==> src/rtl/uart_bridge_pkg.sv <==
// rtl/uart_bridge_pkg.sv - opcodes, response codes and state encoding for the UART bus bridge
package uart_bridge_pkg;

    localparam logic [7:0] OP_WR   = 8'h57;
    localparam logic [7:0] OP_RD   = 8'h52;
    localparam logic [7:0] RSP_OK  = 8'h4B;
    localparam logic [7:0] RSP_ERR = 8'h45;

    typedef enum logic [2:0] {
        S_IDLE      = 3'd0,
        S_ADDR      = 3'd1,
        S_DATA      = 3'd2,
        S_BUS_WR    = 3'd3,
        S_BUS_RD    = 3'd4,
        S_RD_WAIT   = 3'd5,
        S_RESP      = 3'd6,
        S_RESP_WAIT = 3'd7
    } state_t;

endpackage

==> src/rtl/uart_bus_bridge.sv <==
// rtl/uart_bus_bridge.sv - byte-stream command parser acting as 32-bit bus initiator
//
// Ports:
//   clk_i, rst_i            clock, synchronous active-high reset
//   rx_data_8b_i/rx_valid_i received byte and its one-cycle strobe
//   tx_data_8b_o/tx_valid_o response byte and one-cycle write strobe to transmitter
//   tx_busy_i               transmitter busy
//   addr_32b_o, wdata_32b_o bus address / write data (hold until next frame)
//   wren_o, rden_o          one-cycle bus write / read strobes
//   rdata_32b_i/rdata_valid_i bus read data and qualifier
//   busy_o                  high whenever the parser is not idle
module uart_bus_bridge
    import uart_bridge_pkg::*;
#(
    parameter int FRAME_TO = 100000,
    parameter int RD_TO    = 1024
) (
    input  logic        clk_i,
    input  logic        rst_i,
    input  logic [7:0]  rx_data_8b_i,
    input  logic        rx_valid_i,
    output logic [7:0]  tx_data_8b_o,
    output logic        tx_valid_o,
    input  logic        tx_busy_i,
    output logic [31:0] addr_32b_o,
    output logic        wren_o,
    output logic        rden_o,
    output logic [31:0] wdata_32b_o,
    input  logic [31:0] rdata_32b_i,
    input  logic        rdata_valid_i,
    output logic        busy_o
);

    localparam logic [16:0] FRAME_LIM = 17'(FRAME_TO - 1);
    localparam logic [16:0] RD_LIM    = 17'(RD_TO - 1);

    state_t      state;
    state_t      state_nxt;
    logic [16:0] cnt;
    logic [1:0]  byte_cnt;
    logic        is_wr;
    logic [31:0] resp_sr;
    logic [2:0]  resp_cnt;
    logic        byte_acc;
    logic        guard_done;

    assign busy_o       = (state != S_IDLE);
    assign wren_o       = (state == S_BUS_WR);
    assign rden_o       = (state == S_BUS_RD);
    assign tx_valid_o   = (state == S_RESP) && !tx_busy_i;
    assign tx_data_8b_o = resp_sr[31:24];

    // The shared counter is cleared on RESP_WAIT entry, so a nonzero value
    // means the one-cycle guard after a tx strobe has elapsed.
    assign guard_done = (cnt != 17'd0);

    always_comb begin
        state_nxt = state;
        byte_acc  = 1'b0;
        case (state)
            S_IDLE: begin
                if (rx_valid_i) begin
                    byte_acc  = 1'b1;
                    state_nxt = (rx_data_8b_i == OP_WR || rx_data_8b_i == OP_RD) ? S_ADDR : S_RESP;
                end
            end
            S_ADDR: begin
                // An arriving byte takes precedence over an expiring frame timer.
                if (rx_valid_i) begin
                    byte_acc = 1'b1;
                    if (byte_cnt == 2'd3) begin
                        state_nxt = is_wr ? S_DATA : S_BUS_RD;
                    end
                end else if (cnt == FRAME_LIM) begin
                    state_nxt = S_IDLE;
                end
            end
            S_DATA: begin
                if (rx_valid_i) begin
                    byte_acc = 1'b1;
                    if (byte_cnt == 2'd3) begin
                        state_nxt = S_BUS_WR;
                    end
                end else if (cnt == FRAME_LIM) begin
                    state_nxt = S_IDLE;
                end
            end
            S_BUS_WR:  state_nxt = S_RESP;
            S_BUS_RD:  state_nxt = S_RD_WAIT;
            S_RD_WAIT: begin
                if (rdata_valid_i || cnt == RD_LIM) begin
                    state_nxt = S_RESP;
                end
            end
            S_RESP: begin
                if (!tx_busy_i) begin
                    state_nxt = S_RESP_WAIT;
                end
            end
            S_RESP_WAIT: begin
                if (guard_done && !tx_busy_i) begin
                    state_nxt = (resp_cnt == 3'd1) ? S_IDLE : S_RESP;
                end
            end
            default: state_nxt = S_IDLE;
        endcase
    end

    always_ff @(posedge clk_i) begin
        if (rst_i) begin
            state       <= S_IDLE;
            cnt         <= 17'd0;
            byte_cnt    <= 2'd0;
            is_wr       <= 1'b0;
            resp_sr     <= 32'd0;
            resp_cnt    <= 3'd0;
            addr_32b_o  <= 32'd0;
            wdata_32b_o <= 32'd0;
        end else begin
            state <= state_nxt;

            if (byte_acc || state_nxt != state) begin
                cnt <= 17'd0;
            end else if (cnt != '1) begin
                cnt <= cnt + 17'd1;
            end

            case (state)
                S_IDLE: begin
                    // Preload the error response; a valid opcode overwrites it later.
                    if (rx_valid_i) begin
                        is_wr    <= (rx_data_8b_i == OP_WR);
                        byte_cnt <= 2'd0;
                        resp_sr  <= {RSP_ERR, 24'd0};
                        resp_cnt <= 3'd1;
                    end
                end
                S_ADDR: begin
                    if (rx_valid_i) begin
                        addr_32b_o <= {addr_32b_o[23:0], rx_data_8b_i};
                        byte_cnt   <= byte_cnt + 2'd1;
                    end
                end
                S_DATA: begin
                    if (rx_valid_i) begin
                        wdata_32b_o <= {wdata_32b_o[23:0], rx_data_8b_i};
                        byte_cnt    <= byte_cnt + 2'd1;
                    end
                end
                S_BUS_WR: begin
                    resp_sr  <= {RSP_OK, 24'd0};
                    resp_cnt <= 3'd1;
                end
                S_RD_WAIT: begin
                    if (rdata_valid_i) begin
                        resp_sr  <= rdata_32b_i;
                        resp_cnt <= 3'd4;
                    end else if (cnt == RD_LIM) begin
                        resp_sr  <= {RSP_ERR, 24'd0};
                        resp_cnt <= 3'd1;
                    end
                end
                S_RESP_WAIT: begin
                    if (guard_done && !tx_busy_i) begin
                        resp_sr  <= {resp_sr[23:0], 8'd0};
                        resp_cnt <= resp_cnt - 3'd1;
                    end
                end
                default: ;
            endcase
        end
    end

endmodule

==> config.mk <==
export PLATFORM = sky130hd
export DESIGN_NAME = uart_bus_bridge
export DESIGN_NICKNAME = d
export VERILOG_FILES = /design/src/rtl/uart_bridge_pkg.sv /design/src/rtl/uart_bus_bridge.sv
export SDC_FILE = /design/constraint.sdc
export NUM_CORES = 1
export LEC_CHECK = 0
export BUFFER_PORTS_ARGS = -buffer_cell sky130_fd_sc_hd__buf_2
export CORE_ASPECT_RATIO = 1.2
export CORE_MARGIN = 2
export CORE_UTILIZATION = 54
export DETAILED_ROUTE_END_ITERATION = 16
export HOLD_SLACK_MARGIN = 0.15
export PLACE_DENSITY = 0.84
export SKIP_CTS_REPAIR_TIMING = 1
export SLEW_MARGIN = 20
export SYNTH_ARGS = -nofsm -noshare
export SYNTH_HDL_FRONTEND = slang
export SYNTH_SLANG_ARGS = --single-unit
==> constraint.sdc <==
create_clock -name clk_i -period 2.97 [get_ports clk_i]
set_input_delay 0.297 -clock clk_i [delete_from_list [all_inputs] [get_ports clk_i]]
set_output_delay 0.297 -clock clk_i [all_outputs]
set_load 0.01 [all_outputs]
---- Yosys cells after proc, flatten, opt, wreduce, memory -nomap -nowiden ----
Cells that the tools add are included.
storage, ports and cells
  register bits after elaboration ......... 122
  input port bits ......................... 45
  output and inout port bits .............. 76
  word-level logic and storage cells ...... 77
cells by class
  add/subtract/negate cells ............... 3
  eq/ne operators ......................... 19
  mux-type cells .......................... 28
  reduce and logical (&&, ||, !) cells .... 19
operators with widths
  operator                                                                 count
  32-bit 2-to-1 mux                                                        4
  32-bit case mux with 4 select lines                                      1
  3-bit 2-to-1 mux                                                         16
  3-bit case mux with 8 select lines                                       1
  17-bit by 1-bit adder with 17-bit output, second input constant          1
  17-bit by 10-bit equality test with 1-bit output, second input constant  1
  17-bit equality test, second input constant                              1
  17-bit inequality test, second input constant                            1
  17-bit nonzero test                                                      1
  8-bit by 7-bit equality test with 1-bit output, second input constant    2
  3-bit equality test, second input constant                               4
  3-bit case mux with 4 select lines                                       1
  3-bit by 1-bit equality test with 1-bit output, second input constant    2
  3-bit by 2-bit equality test with 1-bit output, second input constant    2
  2-bit AND reduction                                                      3
  2-bit 2-to-1 mux                                                         2
  2-bit inequality test, second input constant                             2
  2-bit case mux with 2 select lines                                       1
  4-bit AND reduction                                                      1
  4-bit nonzero test                                                       1
  2-bit OR reduction                                                       2
  3-bit zero test                                                          1
  1-bit logical OR                                                         3
  3-bit inequality test                                                    1
  other kinds (12)                                                         14

---- Longest topological paths before layout ----
Gate-level depths: netlist of the first run.
  depth after elaboration ................. 8
  gate-level depth with buffers ........... 12

---- Worst setup path before layout of the first run ----
No wires, ideal clock.
  path type ............................... register to register
  start point ............................. reg resp_cnt[0]
  end point ............................... reg cnt[1]
  setup time .............................. 0.137 ns
  arrival time ............................ 2.188 ns
  required time ........................... 2.833 ns
  path slack .............................. 0.645 ns
  stages on the path, launching flop included .. 8
  path buffers ............................ 1
  period minus slack after synthesis ...... 2.325 ns
  cells stage by stage .................... dfxtp_1 -> ha_1 -> or3b_2 -> a221o_1 -> a32o_1 -> nor4b_1 -> clkbuf_1 -> nor4_1
on the way
  longest elaborated chain between the ends .. 7
RTL lines
  item                                            line                    source
  from (decl)                                     uart_bus_bridge.sv:43   logic [2:0] resp_cnt;
  from (signal assigned)                          uart_bus_bridge.sv:166  resp_cnt <= resp_cnt - 3'd1;
  3-bit by 1-bit equality test with 1-bit output  uart_bus_bridge.sv:102  state_nxt = (resp_cnt == 3'd1) ? S_IDLE : S_RESP;
  3-bit 2-to-1 mux                                uart_bus_bridge.sv:102
  3-bit 2-to-1 mux                                uart_bus_bridge.sv:101  if (guard_done && !tx_busy_i) begin
  3-bit case mux with 8 select lines              uart_bus_bridge.sv:60   case (state)
  3-bit inequality test                           uart_bus_bridge.sv:122  if (byte_acc || state_nxt != state) begin
  1-bit logical OR                                uart_bus_bridge.sv:122
  2-bit OR reduction (no source line)             n/a
  to (signal assigned)                            uart_bus_bridge.sv:125  cnt <= cnt + 17'd1;
  to (decl)                                       uart_bus_bridge.sv:39   logic [16:0] cnt;
Every way passes these cells.
A chain may end at the register's enable or synchronous reset.

---- Worst setup path after layout of the first run ----
  start point ............................. reg cnt[10]
  end point ............................... reg cnt[7]
on the way
  longest elaborated chain between the ends .. 7
RTL lines
  item                                                line
  17-bit equality test, or another cell as far along  uart_bus_bridge.sv:74, uart_bus_bridge.sv:84
  3-bit 2-to-1 mux, or another cell as far along      uart_bus_bridge.sv:74, uart_bus_bridge.sv:84
  3-bit 2-to-1 mux (on tied branches)                 n/a
  3-bit case mux with 8 select lines                  uart_bus_bridge.sv:60
  3-bit inequality test                               uart_bus_bridge.sv:122
  1-bit logical OR                                    uart_bus_bridge.sv:122
  2-bit OR reduction (no source line)                 n/a
Several ways; a longest one is shown, not always the timed one.

==> impl_table.tex, run 1 <==
\begin{tabular}{lr}
\hline
Metric & Value \\
\hline
\multicolumn{2}{l}{\textbf{Outcome}} \\
\quad Run status & complete, no violations \\
\multicolumn{2}{l}{\textbf{Timing}} \\
\quad Fin Hold WS & 0.1437 ns \\
\quad Final critical delay including setup and external delays & 2.638 ns \\
\quad Period utilization & around nine tenths \\
\quad Total negative slack & 0 ns \\
\quad Fmax achieved & 379.1 MHz \\
\quad Max Clock Skew & 0.008459 ns \\
\quad RSZ-0062 raised after global routing & no \\
\quad Final number of hold-violating endpoints & 0 \\
\quad Final count of negative-setup-slack endpoints & 0 \\
\quad Worst slew slack as a fraction of its limit & a little over two fifths \\
\quad Final Worst Setup Slack & 0.3321 ns \\
\quad Worst Tran Pin Value & approximately 0.87 ns \\
\quad Pins Over Slew Limit & 0 \\
\multicolumn{2}{l}{\textbf{Placed design}} \\
\quad Input/output buffers & 120 \\
\quad Placer congestion estimate & 0.9233 \\
\quad Worst slack at placement & between 0.3 and 0.4 ns \\
\quad Final HPWL DP & 8585 um \\
\quad DP Cell Count & 835 \\
\multicolumn{2}{l}{\textbf{Floorplanning}} \\
\quad Width of the chip & 94.22 um \\
\quad Initial core utilization & 55.42\% \\
\quad Core Area & 9515 sq um \\
\quad Total die area & 10580 sq um \\
\quad Cell row count & 39 \\
\quad \# IOs & between 100 and 150 \\
\quad Die height & 112.3 um \\
\multicolumn{2}{l}{\textbf{Hold path}} \\
\quad Startpoint of the most critical hold path & rdata\_32b\_i[1] \\
\quad Capture endpoint of the worst hold path & resp\_sr[1] \\
\quad Worst min path class & in2reg \\
\quad Hold-critical path depth & 3 \\
\multicolumn{2}{l}{\textbf{Clock network}} \\
\quad Insertion delay of the later-clocked pin in the worst-skew pair & between 0.4 and 0.5 ns \\
\quad Clk sink count & 122 \\
\quad \# H-tree levels & 4 \\
\quad Maximum number of buffers from clock root to sink & 2 \\
\quad Clock tree from TritonCTS & yes \\
\quad Number of buffers created by CTS & 17 \\
\quad Root Buffer & sky130\_fd\_sc\_hd\_\_clkbuf\_16 \\
\quad CTS clock-pin slew for the worst setup and hold paths & 0.06 ns \\
\multicolumn{2}{l}{\textbf{Routing}} \\
\quad Total number of vias & 4823 \\
\quad Post-DRT Antenna Nets & 0 \\
\quad Remaining DRCs & 0 \\
\quad Total wire length after detailed routing & 12980 um \\
\quad Average routed wire per standard cell & 14.96 um \\
\quad Vias per inst & $\sim$5.6 \\
\quad Number of DRC violations after detailed-routing iteration 0 & 332 \\
\quad Pre-Repair DR Iteration Count & 5 \\
\multicolumn{2}{l}{\textbf{Worst setup path}} \\
\quad Worst r2r path cells & 6 \\
\quad Biggest cell delay along the critical path & 0.68 ns \\
\quad Critical-path maximum fanout & 11 \\
\quad Setup slack of the worst register-to-register path & 0.33 ns \\
\quad Critical register-to-register path startpoint & cnt[10] \\
\quad Cells along the critical path & or3\_1, nor4\_2, and3\_1, o31ai\_1, nor2\_1, nor4\_1 \\
\quad Count of buffering cells on the critical path with inverters included & 0 \\
\quad Req. time, crit path & 3.23 ns \\
\quad Crit. End Element & flop \\
\quad RR Endpoint & cnt[7] \\
\quad CP Launch Point & cnt[10] \\
\quad Kind of critical path & reg2reg \\
\quad Standard cell with the maximum stage delay on the critical path & sky130\_fd\_sc\_hd\_\_nor2\_1 \\
\quad Arrival time of the worst setup path & 2.90 ns \\
\quad Category of cells accounting for the largest share of critical-path delay & simple AND/OR/NAND/NOR gates \\
\quad CP Launch Type & flop \\
\multicolumn{2}{l}{\textbf{GRT}} \\
\quad Largest net degree at the start of global routing & between 60 and 70 \\
\quad First-pass GRT wire length & 21290 um \\
\quad Number of antenna violations at the first check in global routing & 0 \\
\quad Vias in the first global route & 4699 \\
\quad All-Layer GR Usage & 25.13\% \\
\quad Global route total overflow & 0 \\
\multicolumn{2}{l}{\textbf{Layout}} \\
\quad Fraction of layout instances using a drive strength above 1 & roughly 24\% \\
\quad Number of non-filler instances in the completed layout & a little under 900 \\
\quad Number of inserted diodes & 0 \\
\quad Final net count & 783 \\
\quad Area overhead of the layout relative to synthesis & 23.16\% \\
\multicolumn{2}{l}{\textbf{Synth}} \\
\quad Most repeated cell in the gate-level netlist after synthesis & sky130\_fd\_sc\_hd\_\_nand2\_1 \\
\quad Sequential cell area fraction in the yosys report & about 46\% \\
\quad Synth top cells by count & sky130\_fd\_sc\_hd\_\_nand2\_1 (151), sky130\_fd\_sc\_hd\_\_dfxtp\_1 (122), sky130\_fd\_sc\_hd\_\_a21oi\_1 (77), sky130\_fd\_sc\_hd\_\_nor2\_1 (50), sky130\_fd\_sc\_hd\_\_clkbuf\_1 (44) \\
\quad Post-synthesis xor/xnor area fraction & 2.657\% \\
\quad Mapped Nets & between 600 and 700 \\
\quad Share of synthesized cell area in full adder, half adder and majority cells & 1.423\% \\
\quad Synth Instances & 638 \\
\quad Number of synthesized register bits & 122 \\
\quad Top area cells in the synthesized netlist & sky130\_fd\_sc\_hd\_\_dfxtp\_1 (46\%), sky130\_fd\_sc\_hd\_\_nand2\_1 (11\%), sky130\_fd\_sc\_hd\_\_a21oi\_1 (7.3\%) \\
\quad Mean instance size in the synthesized netlist & 8.266 sq um \\
\quad Largest family of logic cells by synthesized area & simple AND/OR/NAND/NOR gates \\
\quad YS warnings & 0 \\
\quad Post-synthesis cell type with the largest combined area & sky130\_fd\_sc\_hd\_\_dfxtp\_1 \\
\quad Share of flip-flops with an asynchronous set or reset after synthesis & 0\% \\
\quad Post-synthesis compound-gate area fraction & 19.57\% \\
\quad Distinct cell type count of the synthesized netlist & a little under 60 \\
\quad Cell area after synthesis & roughly 5300 sq um \\
\quad Multiplexer fraction of the synthesized cell area & 0.5694\% \\
\quad Count of flip-flops with a built-in enable after synthesis & 0 \\
\quad Share of Yosys cell area claimed by the top area cell type & 46.31\% \\
\quad Simple logic cell fraction of the synthesized area & between 20\% and 30\% \\
\quad Dominant register cell in the synthesized netlist & sky130\_fd\_sc\_hd\_\_dfxtp\_1 \\
\multicolumn{2}{l}{\textbf{Power and ir drop}} \\
\quad PD cells & approximately 800 nW/um\^{}2 \\
\quad Leak Pwr & 2.579 nW \\
\quad Maximum resistive drop on vdd & 0.4785 mV \\
\multicolumn{2}{l}{\textbf{Job}} \\
\quad Max Cap Violations & 0 \\
\hline
\end{tabular}
==> layout by cell type (no fill, tap or decap), types with 10 or more instances in the layout <==
cell,netlist,final
sky130_fd_sc_hd__nand2_1,151,151
sky130_fd_sc_hd__dfxtp_1,122,122
sky130_fd_sc_hd__buf_2,3,119
sky130_fd_sc_hd__a21oi_1,77,77
sky130_fd_sc_hd__nor2_1,50,50
sky130_fd_sc_hd__a22oi_1,28,28
sky130_fd_sc_hd__a22o_1,19,19
sky130_fd_sc_hd__clkbuf_16,0,17
sky130_fd_sc_hd__buf_4,9,13
sky130_fd_sc_hd__nand3_1,10,10
==> per-stage QoR <==
step / area [sq um] / power (W) / util (%)
detailed placement: 5886 / 0.003073 / 61.85
finish: 6495 / 0.005115 / 68.26
global placement: 5886 / 0.003041 / 61.85
floorplan: 5274 / 0.002764 / -
CTS: 6485 / 0.005133 / 68.15
global route: 6495 / 0.005346 / 68.26
==> final cells by class <==
cell class	count	area (sq um)
Inverter	7	26.28
Multi-Input combinational cell	450	2550
Timing Repair Buffer	134	723.2
Tap cell	123	153.9
Fill cell	773	3020
Clock inverter	9	111.4
Sequential cell	122	2442
Clock buffer	23	488.0
==> power breakdown <==
group | switching, W | internal, W | total, W
registers | 0.000112 | 0.00173 | 0.00184
clock network | 0.000738 | 0.00132 | 0.00206
logic | 0.000789 | 0.000422 | 0.00121
==> worst register-to-register path, stage by stage (launching register included) <==
cell and delay, ns:
sky130_fd_sc_hd__dfxtp_1 0.35, sky130_fd_sc_hd__or3_1 0.46, sky130_fd_sc_hd__nor4_2 0.32, sky130_fd_sc_hd__and3_1 0.40
sky130_fd_sc_hd__o31ai_1 0.14, sky130_fd_sc_hd__nor2_1 0.68, sky130_fd_sc_hd__nor4_1 0.14
==> state kept, by name, indices dropped and copies added, names as in the netlist <==
signal / cells
addr_32b_o: 32
resp_sr: 32
wdata_32b_o: 32
cnt: 17
resp_cnt: 3
state: 3
byte_cnt: 2
is_wr: 1
==> per-layer routing <==
| layer | GRT usage, % | share of wire, % | vias to the layer above |
|---|---|---|---|
| met2 | 41.57 | 51 | 132 |
| met4 | 14.01 | 3.5 | 0 |
| met1 | 30.00 | 41 | 2270 |
| met3 | 5.503 | 4.6 | 33 |
| li1 | - | - | 2388 |
| met5 | 0 | 0 | - |
==> how the worst max path moves through the flow <==
stage | endpoint | slack [ns] | cells after the start
2_1_floorplan | cnt[1] | 0.64 | 7
3_3_place_gp | cnt[5] | 0.43 | 6
3_5_place_dp | cnt[15] | 0.34 | 6
4_1_cts | cnt[15] | 0.33 | 6
5_1_grt | cnt[0] | 0.13 | 6
6_report | cnt[7] | 0.33 | 6
==> logic make-up (layout without fill, tap and decap cells) <==
family / after synthesis / in the layout
simple gates: 273 / 273
compound gates: 152 / 152
flops: 122 / 122
buf+inv: 66 / 173
xor+xnor: 16 / 16
fa+ha+maj: 6 / 6
mux: 3 / 3
No activity file was read; power rests on OpenSTA's default activity.
==> run 2: changes to the inputs <==
--- a/config.mk
+++ b/config.mk
@@ -8,12 +8,12 @@
 export BUFFER_PORTS_ARGS = -buffer_cell sky130_fd_sc_hd__buf_2
 export CORE_ASPECT_RATIO = 1.2
 export CORE_MARGIN = 2
-export CORE_UTILIZATION = 54
+export CORE_UTILIZATION = 45
 export DETAILED_ROUTE_END_ITERATION = 16
 export HOLD_SLACK_MARGIN = 0.15
-export PLACE_DENSITY = 0.84
+export PLACE_DENSITY = 0.72
 export SKIP_CTS_REPAIR_TIMING = 1
-export SLEW_MARGIN = 20
+export SLEW_MARGIN = 40
 export SYNTH_ARGS = -nofsm -noshare
 export SYNTH_HDL_FRONTEND = slang
 export SYNTH_SLANG_ARGS = --single-unit
==> run 2 against run 1 <==
Clock-buffer cell count down 4. Register-to-register slack about the same. Clock skew up 0.0020 ns. Non-clock buffer count rose by 2. Clock power decreased by 8%. Utilization is 12 points lower. Power fell by 3.0%. Die area grew 19%. Global-route usage decreased by 4.0 points. Critical path type unchanged. First-iteration DRC count is 8.4% lower.
==> impl_table.tex, run 2 (same netlist as run 1, synthesis figures left out) <==
\begin{tabular}{lr}
\hline
Metric & Value \\
\hline
\multicolumn{2}{l}{\textbf{Floorplanning}} \\
\quad Initial core utilization & 45.81\% (-9.6 points) \\
\quad \# IOs & 121 (unchanged) \\
\quad Cell row count & 43 (+10\%) \\
\quad Total die area & 12610 sq um (+19\%) \\
\quad Core Area & 11510 sq um (+21\%) \\
\quad Die height & 122.6 um (+9.2\%) \\
\quad Width of the chip & 102.8 um (+9.1\%) \\
\multicolumn{2}{l}{\textbf{Layout}} \\
\quad Fraction of layout instances using a drive strength above 1 & 24.43\% (+0.27 points) \\
\quad Number of inserted diodes & 0 (unchanged) \\
\quad Area overhead of the layout relative to synthesis & 22.97\% \\
\quad Commonest cells after routing, fill and taps aside & sky130\_fd\_sc\_hd\_\_nand2\_1 (151), sky130\_fd\_sc\_hd\_\_dfxtp\_1 (122), sky130\_fd\_sc\_hd\_\_buf\_2 (119) \\
\quad Final net count & 785 (+0.26\%) \\
\quad Regs by FF count & addr\_32b\_o (32), resp\_sr (32), wdata\_32b\_o (32) \\
\quad Most common cell after layout, fill and taps aside & sky130\_fd\_sc\_hd\_\_nand2\_1 \\
\quad Final-layout fill cell count & 1106 (+43\%) \\
\multicolumn{2}{l}{\textbf{Clock network}} \\
\quad Clock tree from TritonCTS & yes \\
\quad \# H-tree levels & 4 (unchanged) \\
\quad Number of buffers created by CTS & 17 (unchanged) \\
\quad CTS clock-pin slew for the worst setup and hold paths & 0.05 ns (about the same) \\
\quad Insertion delay of the later-clocked pin in the worst-skew pair & 0.41 ns (about the same) \\
\quad Root Buffer & sky130\_fd\_sc\_hd\_\_clkbuf\_16 \\
\quad Clk sink count & 122 (unchanged) \\
\quad Maximum number of buffers from clock root to sink & 2 (unchanged) \\
\multicolumn{2}{l}{\textbf{Power and ir drop}} \\
\quad Post-route total power & 0.004962 W (-3.0\%) \\
\quad PD cells & 765.1 nW/um\^{}2 (-2.8\%) \\
\quad Maximum resistive drop on vdd & 0.4486 mV (-6.3\%) \\
\quad Leak Pwr & 2.567 nW (-0.47\%) \\
\multicolumn{2}{l}{\textbf{Worst setup path}} \\
\quad Biggest cell delay along the critical path & 0.63 ns (-0.05 ns) \\
\quad Kind of critical path & reg2reg \\
\quad Standard cell with the maximum stage delay on the critical path & sky130\_fd\_sc\_hd\_\_dfxtp\_1 \\
\quad Req. time, crit path & 3.27 ns (+0.04 ns) \\
\quad Arrival time of the worst setup path & 2.93 ns (+0.03 ns) \\
\quad Cells along the critical path & nor2b\_1, mux2i\_1, a211oi\_1, or4b\_1, o2111ai\_4, nor4\_1 \\
\quad Critical-path maximum fanout & 17 (+6) \\
\quad CP Launch Point & state[0] \\
\quad CP Launch Type & flop \\
\quad Critical register-to-register path startpoint & state[0] \\
\quad Crit. End Element & flop \\
\multicolumn{2}{l}{\textbf{GRT}} \\
\quad All-Layer GR Usage & 21.13\% (-4.0 points) \\
\quad Largest net degree at the start of global routing & 68 (unchanged) \\
\quad Number of antenna violations at the first check in global routing & 0 (unchanged) \\
\quad Vias in the first global route & 4543 (-3.3\%) \\
\quad First-pass GRT wire length & 21110 um (-0.84\%) \\
\quad Global route total overflow & 0 (unchanged) \\
\multicolumn{2}{l}{\textbf{Timing}} \\
\quad Worst slew slack as a fraction of its limit & 55.05\% (+13 points) \\
\quad Fmax achieved & 380.9 MHz (+0.49\%) \\
\quad Max Clock Skew & 0.01041 ns (+0.001952 ns) \\
\quad Total negative slack & 0 ns (unchanged) \\
\quad Fin Hold WS & 0.1407 ns (-0.003068 ns) \\
\quad Period utilization & 88.39\% (-0.43 points) \\
\quad Final number of hold-violating endpoints & 0 (unchanged) \\
\quad Pins Over Slew Limit & 0 (unchanged) \\
\quad Final count of negative-setup-slack endpoints & 0 (unchanged) \\
\quad Final Worst Setup Slack & 0.3449 ns (+0.01283 ns) \\
\quad Worst Tran Pin Value & 0.6742 ns (-0.1962 ns) \\
\quad Final critical delay including setup and external delays & 2.625 ns (-0.01283 ns) \\
\quad RSZ-0062 raised after global routing & no \\
\multicolumn{2}{l}{\textbf{Routing}} \\
\quad Total number of vias & 4861 (+0.79\%) \\
\quad Post-DRT Antenna Nets & 0 (unchanged) \\
\quad Number of DRC violations after detailed-routing iteration 0 & 304 (-8.4\%) \\
\quad Average routed wire per standard cell & 14.73 um (-1.5\%) \\
\quad Remaining DRCs & 0 (unchanged) \\
\quad Pre-Repair DR Iteration Count & 5 (unchanged) \\
\quad Vias per inst & 5.389 (-3.0\%) \\
\quad Total wire length after detailed routing & 13290 um (+2.4\%) \\
\multicolumn{2}{l}{\textbf{Hold path}} \\
\quad Worst min path class & in2reg \\
\quad Startpoint of the most critical hold path & rdata\_32b\_i[0] \\
\multicolumn{2}{l}{\textbf{Outcome}} \\
\quad Run status & complete, no violations \\
\multicolumn{2}{l}{\textbf{Placed design}} \\
\quad Final HPWL DP & 8828 um (+2.8\%) \\
\quad Placer congestion estimate & 0.8705 (-5.7\%) \\
\quad Worst slack at placement & 0.3166 ns (-0.02229 ns) \\
\quad Input/output buffers & 120 (unchanged) \\
\multicolumn{2}{l}{\textbf{Job}} \\
\quad Max Cap Violations & 0 (unchanged) \\
\hline
\end{tabular}
## run 2: cell count changes in the layout (fill, tap and decap cells not counted), sizes merged
cell	previous run	this run
buf	133	135
inv	8	9
bufinv	2	1
clkinv	1	5
clkinvlp	5	3
clkbuf	23	19
## run 2: layer usage
layer	GRT usage [%]	routed length [um]
met5	0	0
met3	5.866	667
met2	35.70	6777
met1	25.09	5497
met4	8.799	346
## run 2: critical path, delay by kind of cell (launching register included)
| kind | cells | cell delay, ns |
|---|---|---|
| AO/OA/AOI/OAI | 2 | 0.74 |
| flip-flops | 1 | 0.63 |
| multiplexers | 1 | 0.15 |
| AND/OR/NAND/NOR | 3 | 1.01 |
## run 2: final timing paths
path	end	slack (ns)	cells past startpoint
max	cnt[4]	0.34	6
min	resp_sr[0]	0.14	3
min reg2reg	addr_32b_o[25]	0.45	2
max reg2reg	cnt[4]	0.34	6
## run 2: cell type report
cell class                 count  area (sq um)  area share, %
multi-input combinational    450          2552          39.36
timing repair buffer         136         725.7          11.19
clock inverter                11         98.84          1.524
inverter                       7         26.28         0.4052
clock buffer                  19         442.9          6.830
sequential                   122          2442          37.66
tap                          157         196.4          3.029
## run 2: metrics by stage
step	cells	util (%)	instance area (sq um)
5_1_grt	902	56.32	6485
6_report	902	56.32	6485
2_1_floorplan	638	-	5274
4_1_cts	901	56.22	6472
3_5_place_dp	871	51.51	5931
3_3_place_gp	871	51.51	5931
## run 2: power by group
group	leakage (nW)	switching, W	internal, W
logic	1.32	0.000783	0.000411
registers	0.985	0.000137	0.00173
clock network	0.261	0.000741	0.00116
total	2.57	0.00166	0.00330
==> run 3: changes to the inputs <==
--- a/config.mk
+++ b/config.mk
@@ -12,6 +12,7 @@
 export DETAILED_ROUTE_END_ITERATION = 16
 export HOLD_SLACK_MARGIN = 0.15
 export PLACE_DENSITY = 0.72
+export REMOVE_ABC_BUFFERS = 1
 export SKIP_CTS_REPAIR_TIMING = 1
 export SLEW_MARGIN = 40
 export SYNTH_ARGS = -nofsm -noshare
==> run 3 against run 2 <==
Fmax fell by 2.1%. Critical path type unchanged. Sequential power fell by 2%. Sequential cell count did not move. Via count fell by 1.0%. Global-route usage fell by 1.2 points. Sequential share of layout area fell by 0.47 points. Final cell count did not move. Highest routed layer unchanged. Critical endpoint is now cnt[7]. Power rose by 4.9%. Clock-buffer cell count fell by 1. First-iteration DRC count fell by 20%. Non-clock buffer count fell by 1.
==> impl_table.tex, run 3 (same netlist as run 1, synthesis figures left out) <==
\begin{tabular}{lr}
\hline
Metric & Value \\
\hline
\multicolumn{2}{l}{\textbf{Worst setup path}} \\
\quad Kind of critical path & reg2reg \\
\quad Crit. End Element & flop \\
\quad Critical-path maximum fanout & 20 (+3) \\
\quad Worst r2r path cells & 6 (unchanged) \\
\quad Arrival time of the worst setup path & 2.98 ns (+0.05 ns) \\
\quad CP Launch Type & flop \\
\quad Req. time, crit path & 3.27 ns (about the same) \\
\quad Setup slack of the worst register-to-register path & 0.29 ns (-0.06 ns) \\
\multicolumn{2}{l}{\textbf{Timing}} \\
\quad Max Clock Skew & 0.009192 ns (-0.001220 ns) \\
\quad RSZ-0062 raised after global routing & no \\
\quad Period utilization & 90.24\% (+1.9 points) \\
\quad Worst Tran Pin Value & 0.6529 ns (-0.02130 ns) \\
\quad Final critical delay including setup and external delays & 2.680 ns (+0.05508 ns) \\
\quad Final number of hold-violating endpoints & 0 (unchanged) \\
\quad Total negative slack & 0 ns (unchanged) \\
\quad Fmax achieved & 373.1 MHz (-2.1\%) \\
\quad Final count of negative-setup-slack endpoints & 0 (unchanged) \\
\quad Worst slew slack as a fraction of its limit & 56.38\% (+1.3 points) \\
\quad Fin Hold WS & 0.1472 ns (+0.006537 ns) \\
\quad Pins Over Slew Limit & 0 (unchanged) \\
\multicolumn{2}{l}{\textbf{Layout}} \\
\quad Area overhead of the layout relative to synthesis & 24.53\% \\
\quad Multi-input combinational cell area & 2552 sq um (unchanged) \\
\quad Final net count & 784 (-0.13\%) \\
\quad Fraction of the core area covered by cells at the end of the flow & 57.04\% (+0.72 points) \\
\quad Number of inserted diodes & 0 (unchanged) \\
\quad Finished layout cell area & 6568 sq um (+1.3\%) \\
\quad Commonest cells after routing, fill and taps aside & sky130\_fd\_sc\_hd\_\_nand2\_1 (151), sky130\_fd\_sc\_hd\_\_dfxtp\_1 (122), sky130\_fd\_sc\_hd\_\_buf\_2 (119) \\
\quad Sequential standard cell area & 2442 sq um (unchanged) \\
\quad Most common cell after layout, fill and taps aside & sky130\_fd\_sc\_hd\_\_nand2\_1 \\
\quad Final-layout fill cell count & 1090 (-1.4\%) \\
\quad Fraction of layout instances using a drive strength above 1 & 24.56\% (+0.13 points) \\
\quad Regs by FF count & addr\_32b\_o (32), resp\_sr (32), wdata\_32b\_o (32) \\
\multicolumn{2}{l}{\textbf{Routing}} \\
\quad Total wire length after detailed routing & 12480 um (-6.1\%) \\
\quad Total number of vias & 4811 (-1.0\%) \\
\quad Remaining DRCs & 0 (unchanged) \\
\quad Pre-Repair DR Iteration Count & 5 (unchanged) \\
\quad Number of DRC violations after detailed-routing iteration 0 & 242 (-20\%) \\
\quad Post-DRT Antenna Nets & 0 (unchanged) \\
\quad Average routed wire per standard cell & 13.84 um (-6.1\%) \\
\quad Vias per inst & 5.334 (-1.0\%) \\
\multicolumn{2}{l}{\textbf{Outcome}} \\
\quad Run status & complete, no violations \\
\multicolumn{2}{l}{\textbf{GRT}} \\
\quad Largest net degree at the start of global routing & 55 (-19\%) \\
\quad Number of antenna violations at the first check in global routing & 0 (unchanged) \\
\quad Vias in the first global route & 4418 (-2.8\%) \\
\quad All-Layer GR Usage & 19.90\% (-1.2 points) \\
\quad Global route total overflow & 0 (unchanged) \\
\quad First-pass GRT wire length & 19950 um (-5.5\%) \\
\multicolumn{2}{l}{\textbf{Floorplanning}} \\
\quad \# IOs & 121 (unchanged) \\
\quad Width of the chip & 102.8 um (unchanged) \\
\quad Cell row count & 43 (unchanged) \\
\quad Core Area & 11510 sq um (unchanged) \\
\quad Total die area & 12610 sq um (unchanged) \\
\quad Die height & 122.6 um (unchanged) \\
\quad Initial core utilization & 45.81\% (unchanged) \\
\multicolumn{2}{l}{\textbf{Clock network}} \\
\quad Insertion delay of the later-clocked pin in the worst-skew pair & 0.41 ns (about the same) \\
\quad Root Buffer & sky130\_fd\_sc\_hd\_\_clkbuf\_16 \\
\quad Clk sink count & 122 (unchanged) \\
\quad Maximum number of buffers from clock root to sink & 2 (unchanged) \\
\quad \# H-tree levels & 4 (unchanged) \\
\quad Number of buffers created by CTS & 17 (unchanged) \\
\quad CTS clock-pin slew for the worst setup and hold paths & 0.06 ns (about the same) \\
\quad Clock tree from TritonCTS & yes \\
\multicolumn{2}{l}{\textbf{Job}} \\
\quad Max Cap Violations & 0 (unchanged) \\
\multicolumn{2}{l}{\textbf{Power and ir drop}} \\
\quad Leak Pwr & 2.603 nW (+1.4\%) \\
\quad PD cells & 792.4 nW/um\^{}2 (+3.6\%) \\
\quad Maximum resistive drop on vdd & 0.5272 mV (+18\%) \\
\multicolumn{2}{l}{\textbf{Placed design}} \\
\quad Final HPWL DP & 8580 um (-2.8\%) \\
\quad Post-placement cell area & 5923 sq um (-0.13\%) \\
\quad Placer congestion estimate & 0.9061 (+4.1\%) \\
\quad Input/output buffers & 120 (unchanged) \\
\multicolumn{2}{l}{\textbf{Hold path}} \\
\quad Hold-critical path depth & 3 (unchanged) \\
\quad Worst min path class & in2reg \\
\hline
\end{tabular}
[run 3: cell types whose count changed in the layout (fill, tap and decap cells not counted), sizes merged]
| cell | change |
|---|---|
| bufinv | +3 |
| buf | -1 |
| clkbuf | -1 |
| clkinvlp | -1 |
[run 3: final timing paths]
path,from,to
max,state[1],cnt[7]
min,rdata_32b_i[4],resp_sr[4]
max reg2reg,state[1],cnt[7]
min reg2reg,wdata_32b_o[28],wdata_32b_o[28]
[run 3: worst max-delay path, cell delays in order (launching register included)]
cell and delay [ns]:
sky130_fd_sc_hd__dfxtp_1 0.50, sky130_fd_sc_hd__nor2b_1 0.61, sky130_fd_sc_hd__mux2i_1 0.16, sky130_fd_sc_hd__a211oi_1 0.40, sky130_fd_sc_hd__or4b_1 0.22, sky130_fd_sc_hd__o2111ai_4 0.30
sky130_fd_sc_hd__nor4_1 0.38
[run 3: final cells by class]
class                      instances  share of cell area [%]
clock buffer                      18                   6.687
multi-input combinational        450                   38.86
clock inverter                    13                   2.934
tap                              157                   2.991
timing repair buffer             135                   10.94
sequential                       122                   37.19
inverter                           7                  0.4001
[run 3: power by group]
group	total, W	internal, W	leakage (nW)	switching, W
Combinational	0.00120	0.000406	1.32	0.000793
Sequential	0.00183	0.00173	0.985	0.000104
Clock	0.00217	0.00143	0.303	0.000744
[run 3: stage by stage]
step,setup slack [ns],power [W],instances
after global routing,0.02617,0.005465,902
after floorplan,0.03742,0.002608,579
after CTS,0.3083,0.005243,901
after global placement,0.4243,0.003032,870
after detailed placement,0.3218,0.003057,870
final,0.2898,0.005204,902
[run 3: metal layers]
metal / part of all wire, % / global-route usage (%) / up-vias
met4: 1.9 / 9.375 / 0
li1: - / - / 2384
met2: 49 / 32.52 / 148
met5: 0 / 0 / -
met1: 43 / 23.92 / 2258
met3: 6.4 / 5.809 / 21
